$ cat src/rtl/load_store_unit.sv
// ============================================================================
// Module      : load_store_unit
// Description : RV32I load/store front-end for a word-only data memory.
//               Sub-word stores are done as read-modify-write.
// Revision    : 1.0 - initial release
// ============================================================================
`default_nettype none

module load_store_unit #(
  parameter int N = 32
) (
  input  logic         clk,
  input  logic         rst,
  input  logic         req_valid,
  output logic         req_ready,
  input  logic         req_write,
  input  logic [2:0]   req_funct3,
  input  logic [N-1:0] req_addr,
  input  logic [N-1:0] req_wdata,
  output logic         resp_valid,
  output logic [N-1:0] resp_rdata,
  output logic         resp_fault,
  output logic [N-1:0] mem_addr,
  output logic         mem_we,
  output logic [N-1:0] mem_wdata,
  input  logic [N-1:0] mem_rdata
);

  localparam logic [N-1:0] c_byte_mask = N'(8'hFF);
  localparam logic [N-1:0] c_half_mask = N'(16'hFFFF);

  typedef enum logic [1:0] {
    S_IDLE  = 2'd0,
    S_LOAD  = 2'd1,
    S_READ  = 2'd2,
    S_WRITE = 2'd3
  } state_t;

  state_t       r_state;
  logic [N-1:0] r_addr;
  logic [2:0]   r_funct3;
  logic [N-1:0] r_wdata;
  logic [N-1:0] r_merge;
  logic         r_mem_we;
  logic         r_resp_valid;
  logic         r_resp_fault;
  logic [N-1:0] r_resp_rdata;

  logic         w_accept;
  logic         w_fault;
  logic [4:0]   w_shamt;
  logic [N-1:0] w_shifted;
  logic [N-1:0] w_mask;
  logic [N-1:0] w_merge;
  logic [N-1:0] w_load_data;

  assign w_accept = req_valid && (r_state == S_IDLE);

  always_comb begin
    w_fault = 1'b0;
    case (req_funct3)
      3'b000:  w_fault = 1'b0;
      3'b001:  w_fault = req_addr[0];
      3'b010:  w_fault = |req_addr[1:0];
      3'b100:  w_fault = req_write;
      3'b101:  w_fault = req_write | req_addr[0];
      default: w_fault = 1'b1;
    endcase
  end

  // Bit offset of the addressed lane; words always sit at offset 0.
  always_comb begin
    w_shamt = 5'd0;
    case (r_funct3[1:0])
      2'b00:   w_shamt = {r_addr[1:0], 3'b000};
      2'b01:   w_shamt = {r_addr[1], 4'b0000};
      default: w_shamt = 5'd0;
    endcase
  end

  assign w_shifted = mem_rdata >> w_shamt;
  assign w_mask    = (r_funct3[0] ? c_half_mask : c_byte_mask) << w_shamt;
  assign w_merge   = (mem_rdata & ~w_mask) | ((r_wdata << w_shamt) & w_mask);

  always_comb begin
    w_load_data = w_shifted;
    case (r_funct3)
      3'b000:  w_load_data = {{(N-8){w_shifted[7]}}, w_shifted[7:0]};
      3'b100:  w_load_data = {{(N-8){1'b0}}, w_shifted[7:0]};
      3'b001:  w_load_data = {{(N-16){w_shifted[15]}}, w_shifted[15:0]};
      3'b101:  w_load_data = {{(N-16){1'b0}}, w_shifted[15:0]};
      default: w_load_data = w_shifted;
    endcase
  end

  always_ff @(posedge clk) begin
    if (rst) begin
      r_state      <= S_IDLE;
      r_addr       <= '0;
      r_funct3     <= '0;
      r_wdata      <= '0;
      r_merge      <= '0;
      r_mem_we     <= 1'b0;
      r_resp_valid <= 1'b0;
      r_resp_fault <= 1'b0;
      r_resp_rdata <= '0;
    end else begin
      r_resp_valid <= 1'b0;
      r_resp_fault <= 1'b0;
      case (r_state)
        S_IDLE: begin
          if (w_accept) begin
            r_addr   <= req_addr;
            r_funct3 <= req_funct3;
            r_wdata  <= req_wdata;
            if (w_fault) begin
              r_resp_valid <= 1'b1;
              r_resp_fault <= 1'b1;
              r_resp_rdata <= '0;
            end else if (!req_write) begin
              r_state <= S_LOAD;
            end else if (req_funct3 == 3'b010) begin
              r_merge  <= req_wdata;
              r_mem_we <= 1'b1;
              r_state  <= S_WRITE;
            end else begin
              r_state <= S_READ;
            end
          end
        end
        S_LOAD: begin
          r_resp_rdata <= w_load_data;
          r_resp_valid <= 1'b1;
          r_state      <= S_IDLE;
        end
        S_READ: begin
          r_merge  <= w_merge;
          r_mem_we <= 1'b1;
          r_state  <= S_WRITE;
        end
        S_WRITE: begin
          r_mem_we     <= 1'b0;
          r_resp_rdata <= '0;
          r_resp_valid <= 1'b1;
          r_state      <= S_IDLE;
        end
        default: r_state <= S_IDLE;
      endcase
    end
  end

  assign req_ready  = (r_state == S_IDLE);
  assign resp_valid = r_resp_valid;
  assign resp_fault = r_resp_fault;
  assign resp_rdata = r_resp_rdata;
  assign mem_addr   = {r_addr[N-1:2], 2'b00};
  assign mem_we     = r_mem_we;
  assign mem_wdata  = r_merge;

endmodule

`default_nettype wire

$ cat config.mk
export PLATFORM = sky130hd
export DESIGN_NAME = load_store_unit
export DESIGN_NICKNAME = d
export VERILOG_FILES = /design/src/rtl/load_store_unit.sv
export SDC_FILE = /design/constraint.sdc
export NUM_CORES = 1
export LEC_CHECK = 0
export ABC_AREA = 1
export CAP_MARGIN = 20
export CORE_ASPECT_RATIO = 0.8
export CORE_MARGIN = 2
export CORE_UTILIZATION = 30
export CTS_CLUSTER_DIAMETER = 40
export DETAILED_ROUTE_END_ITERATION = 7
export DONT_BUFFER_PORTS = 1
export PLACE_DENSITY_LB_ADDON = 0.3
export SYNTH_ARGS = -nofsm -noshare
export SYNTH_HDL_FRONTEND = slang
export SYNTH_SLANG_ARGS = --single-unit
$ cat constraint.sdc
create_clock -name clk -period 3.7 [get_ports clk]
set_clock_uncertainty 0.15 [all_clocks]
set_input_delay 1.11 -clock clk [delete_from_list [all_inputs] [get_ports clk]]
set_output_delay 1.11 -clock clk [all_outputs]
set_load 0.1 [all_outputs]
# --- Word-level counts from Yosys, hierarchy flattened ---
# Index checks and enable logic that the tools add are counted.
# W data, S select, Z words.
word_totals:
  out_inout_bits: 100
  reg_bits: 136
op_classes:
  bitwise_logic: 6
  n_mux: 25
  eq_ne: 16
  n_reduce_logical: 16
  n_shift: 3
op_table:
  columns: ["cell", "n"]
  rows:
  - ["$mux W32", 6]
  - ["$pmux W32 S4", 1]
  - ["$pmux W32 S3", 1]
  - ["$and A32 B32 Y32", 2]
  - ["$pmux W32 S2", 1]
  - ["$not A32 Y32", 1]
  - ["$or A32 B32 Y32", 1]
  - ["$shl A16 B5 Y32", 1]
  - ["$shl A32 B5 Y32", 1]
  - ["$shr A32 B5 Y32", 1]
  - ["$mux W16", 1]
  - ["$eq A3 B3 Y1 const B", 4]
  - ["$pmux W5 S2", 1]
  - ["$reduce_and A5 Y1", 2]
  - ["$ne A2 B1 Y1 const B", 4]
  - ["$mux W1", 7]
  - ["$eq A3 B1 Y1 const B", 2]
  - ["$logic_not A3 Y1", 2]
  - ["$mux W2", 3]
  - ["$pmux W2 S3", 1]
  - ["$reduce_bool A3 Y1", 2]
  - ["$reduce_or A2 Y1", 3]
  - ["$pmux W1 S5", 1]
  - ["$eq A2 B1 Y1 const B", 2]
  - ["other kinds (12)", 15]

# --- Longest topological paths before layout ---
# Gate-level depths: netlist of the first run.
logic_depth:
  ltp_word: 7
  ltp_mapped: 12
  mapped_depth_nobuf: 10

# --- Worst setup path before layout of the first run ---
# OpenSTA, ideal clock, no wires.
synth_path:
  kind: "in2reg"
  startpoint: "input req_funct3[2]"
  endpoint: "register r_merge[26] (netlist: mem_wdata[26])"
  cell_stages: 9
  arrival_time_ns: 2.125
  setup_time_ns: 0.112
  path_slack_ns: 1.314
  path_cell_list: "nor3_2 > nand2_1 > nand2_1 > inv_1 > nand2_1 > clkbuf_1 > nand3_1 > nor2_1 > nor2_1"
synth_via:
  elab_chain_len: 4
synth_rtl:
  columns: ["item", "line", "source"]
  rows:
  - ["start, declared", "17", "input logic [2:0] req_funct3,"]
  - ["$eq A3 B3 Y1, or another cell as far along", "61", "case (req_funct3)"]
  - ["$pmux W1 S5", "61", null]
  - ["$ne A2 B2 Y1 (no source line)", null, null]
  - ["$reduce_and A5 Y1 (no source line) (*)", null, null]
  - ["end signal, assigned", "123", "r_merge <= req_wdata;"]
  - ["end signal, assigned", "137", "r_merge <= w_merge;"]
  - ["end, declared", "43", "logic [N-1:0] r_merge;"]
# Mark *: on every way between the ends. The rest lies on a longest branch, timed or not.
# A chain may end at the register's enable or synchronous reset.

# --- Worst setup path in the final report of the first run ---
layout_path:
  startpoint: "register r_resp_rdata[28] (netlist: resp_rdata[28])"
  endpoint: "output resp_rdata[28]"
layout_rtl:
  columns: ["item", "line", "source"]
  rows:
  - ["start, declared", "47", "logic [N-1:0] r_resp_rdata;"]
  - ["start signal, assigned", "132", "r_resp_rdata <= w_load_data;"]
  - ["end, declared", "21", "output logic [N-1:0] resp_rdata,"]
# No word-level cell between the ends.

==> results.sh, run 1 <==
export IMPL_status="finished clean"
export IMPL_row_count=46
export IMPL_setup_viol=0
export IMPL_cts_sinks=120
export IMPL_coreArea_sq_um=19800
export IMPL_power_density_nw_per_um2=618
export IMPL_wl_per_cell_um=18.4
export IMPL_io_pins=203
export IMPL_clk_latency_ns=0.42
export IMPL_post_cts_buffers=0
export IMPL_ir_drop_uv=260
export IMPL_synthToLayoutAreaGrowth_pct=7.95
export IMPL_crit_fanout=2
export IMPL_dp_hpwl_um=15100
export IMPL_avgSynthCellArea_sq_um=6.57
export IMPL_fin_crit_ns=2.69
export IMPL_syn_area_sq_um=6060
export IMPL_reg2reg_slack_ns=1.18
export IMPL_utilization_pct=33.0
export IMPL_fillers=2201
export IMPL_numCtsBuffers=17
export IMPL_die_x_um=163
export IMPL_h_tree_depth=4
export IMPL_cp_required_ns=2.44
export IMPL_post_place_ws_ns=0.894
export IMPL_grt_pass1_wl_um=31500
export IMPL_arrival_ns=1.43
export IMPL_drt_pass1_iter_count=5
export IMPL_dr_first_iter_drc_count=508
export IMPL_dieHeight_um=131
export IMPL_reg2reg_from="r_state[1]$_SDFFE_PP0P_"
export IMPL_maxCapViolCount=0
export IMPL_cts_resized=0
export IMPL_tightest_slew_ns=1.04
export IMPL_routed_wl_um=20800
export IMPL_routed_via_count=5603
export IMPL_fmax_mhz=372
export IMPL_seq_area_sq_um=2400
export IMPL_path_class="reg -> out"
export IMPL_ys_seq_area_share_pct=39.6
export IMPL_postSynthCellCount=923
export IMPL_cp_end_kind="output port"
export IMPL_place_area_sq_um=5950
export IMPL_fin_setup_tns_ns=0
export IMPL_hold_end="r_wdata[8]$_SDFFE_PP0P_"
export IMPL_gp_congestion=0.887
export IMPL_multi_input_area_sq_um=2900
export IMPL_cts_tree="yes"
export IMPL_final_cell_area_sq_um=6540
export IMPL_slew_viol_final=0
export IMPL_cts_hold_buffers=0
export IMPL_grt_pass1_vias=5347
export IMPL_initial_core_util_pct=30.6
export IMPL_cts_buffer_depth=2
export IMPL_fp_dieArea_sq_um=21400
export IMPL_grt_total_usage_pct=19.4
export IMPL_yosys_warnings=0
export IMPL_layout_commonest_cell="nand2_1"
export IMPL_port_buffer_count=0
export IMPL_diodes=0
export IMPL_setup_ws_ns=1.01
export IMPL_antenna_found_initial=0
export IMPL_period_share_pct=72.6
export IMPL_grt_max_degree=53
export IMPL_slew_headroom_pct=30.6
export IMPL_r2r_cells=8
export IMPL_worst_setup_path_start_kind="flip-flop"
export IMPL_power_leakage_nw=2.81
export IMPL_clockRootBuffer="clkbuf_16"
export IMPL_grt_overflow=0
export IMPL_layout_drive_gt1_share_pct=6.77
export IMPL_hold_viol=0
export IMPL_post_route_drc_count=0
export IMPL_min_path_cells=2
export IMPL_final_nets=962
export IMPL_yosys_cell_types_count=27
export IMPL_avgViaCountPerCell=4.94
export IMPL_clk_pin_slew_ns=0.05
export IMPL_layout_common_cells="184 x nand2_1, 180 x nor2_1, 120 x dfxtp_1"
export IMPL_drtAntennaViolNets=0
export IMPL_regToRegEndpoint="mem_wdata[2]$_SDFFE_PP0P_"
export IMPL_synth_seq_cells=120
export IMPL_rsz0062_at_grt="false"
export IMPL_min_path_type="reg -> reg"
export IMPL_hp_start="r_wdata[8]$_SDFFE_PP0P_"
worst max path at each step:
stage / cells past startpoint / slack [ns] / end / start
final: 0 / 1.01 / resp_rdata[28] / resp_rdata[28]$_SDFFE_PP0P_
after global routing: 8 / 0.91 / mem_wdata[2]$_SDFFE_PP0P_ / r_state[1]$_SDFFE_PP0P_
after CTS: 0 / 1.0 / resp_rdata[29] / resp_rdata[29]$_SDFFE_PP0P_
after detailed placement: 8 / 0.89 / mem_wdata[2]$_SDFFE_PP0P_ / req_funct3[2]
after global placement: 8 / 0.98 / mem_wdata[0]$_SDFFE_PP0P_ / req_funct3[2]
after floorplan: 9 / 1.31 / mem_wdata[26]$_SDFFE_PP0P_ / req_funct3[2]
synth_stat cells:
master    count  area share (%)
a21oi_1      71             5.9
buf_1         2            0.12
nor3_1        2            0.17
nand3_2       2            0.33
nor3_2        1            0.17
nand2_4       1            0.19
clkinv_1      1           0.062
nor2_1      180              11
nand3_1      37             3.1
nand2_1     185              11
o21bai_1      3            0.37
buf_2        18             1.5
inv_1        51             3.2
nand2_2       4            0.41
nor2_8        1            0.33
inv_2        10            0.62
clkbuf_1     34             2.1
nor3_4        1            0.27
buf_4        36             4.5
dfxtp_1     120              40
o21ai_0     112             9.2
a21oi_4       2            0.54
conb_1        1           0.062
o22ai_1       1            0.10
buf_6         3            0.56
o21ai_1      33             2.7
o211ai_1     11             1.4
through the flow:
stage                     hold WS [ns]  std cells  power (mW)
after floorplan                  0.301        924        2.28
after global placement           0.319       1104        2.34
after detailed placement         0.329       1104        2.35
after CTS                        0.336       1135        4.08
after global routing             0.359       1135        4.22
final                            0.334       1135        4.04
area by class of cell:
class | instances | share of cell area [%]
Clock buffer | 22 | 6.79
Inverter | 62 | 3.56
Multi-Input combinational cell | 649 | 44.4
Tap cell | 264 | 5.05
Sequential cell | 120 | 36.7
Timing Repair Buffer | 9 | 1.22
Clock inverter | 9 | 2.29
logic make-up (layout without fill, tap and decap cells):
logic type	Yosys count	count (layout)	share of synthesized area [%]
simple gates	414	414	27.5
flops	120	120	39.6
compound gates	233	233	20.2
buf+inv	155	102	12.6
other cells	1	2	0.0619
sequential cells by signal, indices dropped and copies added (netlist names):
name        cells
resp_valid      1
mem_wdata      32
resp_rdata     32
r_funct3        3
r_addr         32
r_state         2
resp_fault      1
mem_we          1
r_wdata        16
power by group:
| part | internal [mW] | leakage (nW) | switching [mW] |
|---|---|---|---|
| clock | 1.12 | 0.284 | 0.605 |
| sequential | 1.37 | 0.982 | 0.448 |
| combinational | 0.139 | 1.54 | 0.363 |
| total | 2.63 | 2.81 | 1.42 |
layer usage:
metal | wire [um] | global-route usage (%) | up-vias
li1 | - | - | 2805
met1 | 8650 | 25.0 | 2495
met2 | 8950 | 28.9 | 278
met3 | 2850 | 8.59 | 25
met4 | 383 | 5.95 | 0
met5 | 0 | 0 | -
(Power assumes the default switching activity.)
==> run 2: changes to the inputs <==
==> constraint.sdc (replaced) <==
create_clock -name clk -period 2.55 [get_ports clk]
set_clock_uncertainty 0.15 [all_clocks]
set_input_delay 0.765 -clock clk [delete_from_list [all_inputs] [get_ports clk]]
set_output_delay 0.765 -clock clk [all_outputs]
set_load 0.1 [all_outputs]
==> run 2 against run 1 <==
Sequential cell count is the same. Hold slack lost 0.077 ns. First-iteration DRC count grew 18%. Via count grew 6.3%. Sequential power grew 12%. Combinational power grew to 2.9 times the previous value. Clock power grew 44%. Sequential share of layout area shrank 4.1 points. Register-to-register slack lost 0.80 ns. Largest power group is now clock. Largest cell class unchanged. Critical path depth grew 4. Global-route usage is essentially flat. Core utilization grew 4.2 points.
==> results.sh, run 2 (same netlist as run 1, synthesis figures left out) <==
export IMPL_avgViaCountPerCell=4.80
export IMPL_critPathLaunch="r_state[1]$_SDFFE_PP0P_"
export IMPL_fp_dieArea_sq_um=21400
export IMPL_reg2reg_slack_ns=0.38
export IMPL_routed_wl_um=20800
export IMPL_io_pins=203
export IMPL_clockRootBuffer="clkbuf_16"
export IMPL_fin_crit_ns=2.22
export IMPL_power_leakage_nw=3.37
export IMPL_layout_common_cells="184 x nand2_1, 180 x nor2_1, 120 x dfxtp_1"
export IMPL_cts_sinks=120
export IMPL_initial_core_util_pct=30.6
export IMPL_cts_tree="yes"
export IMPL_fillers=2163
export IMPL_regToRegEndpoint="resp_rdata[27]$_SDFFE_PP0P_"
export IMPL_cp_required_ns=1.64
export IMPL_reg2reg_from="r_funct3[1]$_SDFFE_PP0P_"
export IMPL_arrival_ns=1.30
export IMPL_crit_fanout=4
export IMPL_coreArea_sq_um=19800
export IMPL_r2r_cells=8
export IMPL_tightest_slew_ns=0.543
export IMPL_multi_input_area_sq_um=2900
export IMPL_h_tree_depth=4
export IMPL_drtAntennaViolNets=0
export IMPL_fin_setup_tns_ns=0
export IMPL_drt_pass1_iter_count=5
export IMPL_seq_area_sq_um=2400
export IMPL_rsz0062_at_grt="false"
export IMPL_layout_drive_gt1_share_pct=17.3
export IMPL_cts_resized=0
export IMPL_slew_headroom_pct=63.8
export IMPL_status="finished clean"
export IMPL_clk_pin_slew_ns=0.06
export IMPL_gp_congestion=0.893
export IMPL_diodes=0
export IMPL_power_density_nw_per_um2=810
export IMPL_post_route_drc_count=0
export IMPL_routed_via_count=5955
export IMPL_numCtsBuffers=17
export IMPL_final_nets=1066
export IMPL_dieHeight_um=131
export IMPL_grt_max_degree=49
export IMPL_fmax_mhz=451
export IMPL_clk_latency_ns=0.42
export IMPL_wl_per_cell_um=16.8
export IMPL_grt_pass1_vias=5576
export IMPL_dp_hpwl_um=15400
export IMPL_min_path_type="in -> reg"
export IMPL_hold_viol=0
export IMPL_cts_buffer_depth=2
export IMPL_period_share_pct=87.0
export IMPL_die_x_um=163
export IMPL_port_buffer_count=0
export IMPL_post_cts_buffers=0
export IMPL_worst_setup_path_start_kind="flip-flop"
export IMPL_cts_hold_buffers=0
export IMPL_grt_overflow=0
export IMPL_path_class="reg -> out"
export IMPL_maxCapViolCount=0
export IMPL_min_path_cells=1
export IMPL_antenna_found_initial=0
export IMPL_layout_commonest_cell="nand2_1"
export IMPL_ir_drop_uv=358
export IMPL_row_count=46
export IMPL_cp_end_kind="output port"
export IMPL_grt_total_usage_pct=19.4
export IMPL_grt_pass1_wl_um=31600
export IMPL_critPathCapture="req_ready"
export IMPL_slew_viol_final=0
export IMPL_synthToLayoutAreaGrowth_pct=21.7
export IMPL_report_power_total_mw=5.98
export IMPL_dr_first_iter_drc_count=598
export IMPL_setup_viol=0
==> run 2: cell types whose count changed in the layout (fill, tap and decap cells not counted), sizes merged <==
cell	change
buf	+104
bufinv	-2
clkinv	+1
inv	+2
clkinvlp	+2
clkbuf	-2
==> run 2: final cells by class <==
type / instances / share of cell area [%]
clock buffers: 20 / 6.33
inverters: 62 / 3.16
well taps: 264 / 4.48
repair buffers: 113 / 12.2
multi-input cells: 649 / 39.4
flip-flops and latches: 120 / 32.6
clock inverters: 12 / 1.93
==> run 2: critical path, cell delays in order, from the launching register on <==
cell and delay [ns]:
dfxtp_1 0.35, inv_2 0.07, nand2_1 0.08, inv_2 0.09, buf_4 0.29
==> run 2: worst min-delay path by stage <==
stage | start | to | slack [ns]
3_5_place_dp | resp_rdata[14]$_SDFFE_PP0P_ | resp_rdata[14]$_SDFFE_PP0P_ | 0.30
5_1_grt | rst | resp_rdata[31]$_SDFFE_PP0P_ | 0.24
6_report | rst | resp_rdata[1]$_SDFFE_PP0P_ | 0.26
2_1_floorplan | r_wdata[0]$_SDFFE_PP0P_ | r_wdata[0]$_SDFFE_PP0P_ | 0.30
3_3_place_gp | resp_rdata[14]$_SDFFE_PP0P_ | resp_rdata[14]$_SDFFE_PP0P_ | 0.30
4_1_cts | rst | resp_rdata[7]$_SDFFE_PP0P_ | 0.24
==> run 2: report_power, final <==
group / internal [mW] / total [mW] / switching [mW] / leakage (nW)
Combinational: 0.323 / 1.47 / 1.15 / 2.10
Clock: 1.53 / 2.47 / 0.943 / 0.285
Sequential: 1.99 / 2.04 / 0.0502 / 0.982
Total: 3.84 / 5.98 / 2.14 / 3.37
==> run 2: routing by layer <==
metal | vias up | global-route usage (%) | share of wire [%]
met5 | - | 0 | 0
met3 | 28 | 8.21 | 12
li1 | 3004 | - | -
met4 | 0 | 6.93 | 2.4
met2 | 272 | 28.2 | 42
met1 | 2651 | 25.5 | 43
==> run 2: per-stage QoR <==
stage	setup WS [ns]	area (sq um)	utilization, %	hold slack, ns	std cells
global placement	0.318	6770	34.2	0.299	1208
finish	0.331	7380	37.3	0.258	1240
detailed placement	0.236	6770	34.2	0.301	1208
floorplan	0.509	6060	-	0.301	924
CTS	0.313	7380	37.3	0.241	1240
global route	0.165	7380	37.3	0.237	1240
==> run 3: changes to the inputs <==
--- a/config.mk
+++ b/config.mk
@@ -6,14 +6,13 @@
 export NUM_CORES = 1
 export LEC_CHECK = 0
 export ABC_AREA = 1
-export CAP_MARGIN = 20
+export CAP_MARGIN = 5
 export CORE_ASPECT_RATIO = 0.8
 export CORE_MARGIN = 2
 export CORE_UTILIZATION = 30
 export CTS_CLUSTER_DIAMETER = 40
 export DETAILED_ROUTE_END_ITERATION = 7
 export DONT_BUFFER_PORTS = 1
-export PLACE_DENSITY_LB_ADDON = 0.3
 export SYNTH_ARGS = -nofsm -noshare
 export SYNTH_HDL_FRONTEND = slang
 export SYNTH_SLANG_ARGS = --single-unit
==> run 3 against run 2 <==
Die area stayed put. Largest power group unchanged. Sequential power hardly changed. Global-route usage hardly changed. Sequential share of layout area is 0.22 points lower. Via count is 2.0% higher. Worst setup slack worse by 0.013 ns. Clock power is 7% higher. Core utilization is 0.26 points higher. Combinational power hardly changed.
==> results.sh, run 3 (same netlist as run 1, synthesis figures left out) <==
export IMPL_layout_commonest_cell="nand2_1"
export IMPL_final_nets=1068
export IMPL_grt_total_usage_pct=19.4
export IMPL_fmax_mhz=448
export IMPL_port_buffer_count=0
export IMPL_io_pins=203
export IMPL_routed_via_count=6073
export IMPL_fin_setup_tns_ns=0
export IMPL_cp_required_ns=1.64
export IMPL_row_count=46
export IMPL_hold_viol=0
export IMPL_utilization_pct=37.5
export IMPL_fin_crit_ns=2.23
export IMPL_synthToLayoutAreaGrowth_pct=22.5
export IMPL_worst_setup_path_start_kind="flip-flop"
export IMPL_avgViaCountPerCell=4.89
export IMPL_setup_viol=0
export IMPL_cpPeakStageDelay_ns=0.35
export IMPL_path_delay_family="buffers and inverters"
export IMPL_setup_ws_ns=0.318
export IMPL_cts_sinks=120
export IMPL_fp_dieArea_sq_um=21400
export IMPL_wl_per_cell_um=16.9
export IMPL_finalNonFillerCells=1242
export IMPL_path_depth=4
export IMPL_grt_pass1_wl_um=31800
export IMPL_cts_buffer_depth=2
export IMPL_crit_path_frequent_cell="inv_2"
export IMPL_layout_common_cells="184 x nand2_1, 180 x nor2_1, 120 x dfxtp_1"
export IMPL_layout_drive_gt1_share_pct=17.5
export IMPL_clk_pin_slew_ns=0.06
export IMPL_status="finished clean"
export IMPL_post_cts_buffers=0
export IMPL_arrival_ns=1.32
export IMPL_drtAntennaViolNets=0
export IMPL_dp_hpwl_um=15600
export IMPL_h_tree_depth=4
export IMPL_initial_core_util_pct=30.6
export IMPL_die_x_um=163
export IMPL_grt_overflow=0
export IMPL_r2r_cells=10
export IMPL_slew_viol_final=0
export IMPL_path_class="reg -> out"
export IMPL_dp_cells=1210
export IMPL_grt_max_degree=55
export IMPL_diodes=0
export IMPL_rsz0062_at_grt="false"
export IMPL_grt_pass1_vias=5700
export IMPL_min_path_type="in -> reg"
export IMPL_min_path_cells=1
export IMPL_crit_fanout=4
export IMPL_maxCapViolCount=0
export IMPL_crit_slowest_cell="dfxtp_1"
export IMPL_post_route_drc_count=0
export IMPL_dr_first_iter_drc_count=576
export IMPL_cp_num_buf_inv=3
export IMPL_antenna_found_initial=0
export IMPL_clockRootBuffer="clkbuf_16"
export IMPL_routed_wl_um=21000
export IMPL_post_place_ws_ns=0.233
export IMPL_gp_congestion=0.890
export IMPL_fin_hold_ws_ns=0.255
export IMPL_power_density_nw_per_um2=830
export IMPL_ir_drop_uv=343
export IMPL_coreArea_sq_um=19800
export IMPL_cts_resized=0
export IMPL_drt_pass1_iter_count=6
export IMPL_numCtsBuffers=17
export IMPL_clk_latency_ns=0.43
export IMPL_cts_hold_buffers=0
export IMPL_period_share_pct=87.5
export IMPL_crit_path_cell_trace="inv_2 > nand2_1 > inv_2 > buf_4"
export IMPL_cts_tree="yes"
export IMPL_power_leakage_nw=3.39
export IMPL_dieHeight_um=131
export IMPL_cp_end_kind="output port"
[run 3: cell count changes in the layout (fill, tap and decap cells not counted)]
cell / before / now
buf_4: 109 / 111
bufinv_16: 2 / 4
clkbuf_8: 3 / 2
clkinv_4: 4 / 1
clkinvlp_4: 4 / 5
inv_6: 2 / 3
[run 3: layer usage]
| metal | global-route usage [%] | vias up | share of wire [%] |
|---|---|---|---|
| met3 | 8.05 | 19 | 12 |
| met5 | 0 | - | 0 |
| met4 | 4.67 | 0 | 1.0 |
| li1 | - | 3015 | - |
| met2 | 30.0 | 303 | 44 |
| met1 | 25.1 | 2736 | 42 |
[run 3: power by group]
part           internal, mW  total, mW  switching (mW)
Sequential             1.99       2.04          0.0479
Combinational         0.326       1.48            1.15
Clock                  1.70       2.65           0.953
[run 3: worst paths after layout]
check | start | end | slack, ns
setup / recovery | r_state[1]$_SDFFE_PP0P_ | req_ready | 0.32
hold / removal | rst | resp_rdata[15]$_SDFFE_PP0P_ | 0.25
setup reg to reg | r_funct3[1]$_SDFFE_PP0P_ | mem_wdata[31]$_SDFFE_PP0P_ | 0.48
hold reg to reg | resp_rdata[5]$_SDFFE_PP0P_ | resp_rdata[5]$_SDFFE_PP0P_ | 0.31
[run 3: area by class of cell]
| class | count | area [sq um] |
|---|---|---|
| clock buffer | 19 | 453 |
| clock inverter | 13 | 193 |
| fill | 2113 | 12400 |
| inverter | 62 | 233 |
| multi-input combinational | 649 | 2900 |
| sequential | 120 | 2400 |
| tap | 264 | 330 |
| timing repair buffer | 115 | 913 |
[run 3: metrics by stage]
| step | cell area, sq um | power [mW] |
|---|---|---|
| global route | 7430 | 6.41 |
| CTS | 7430 | 6.21 |
| global placement | 6780 | 3.54 |
| detailed placement | 6780 | 3.55 |
| floorplan | 6060 | 3.31 |
| finish | 7430 | 6.16 |
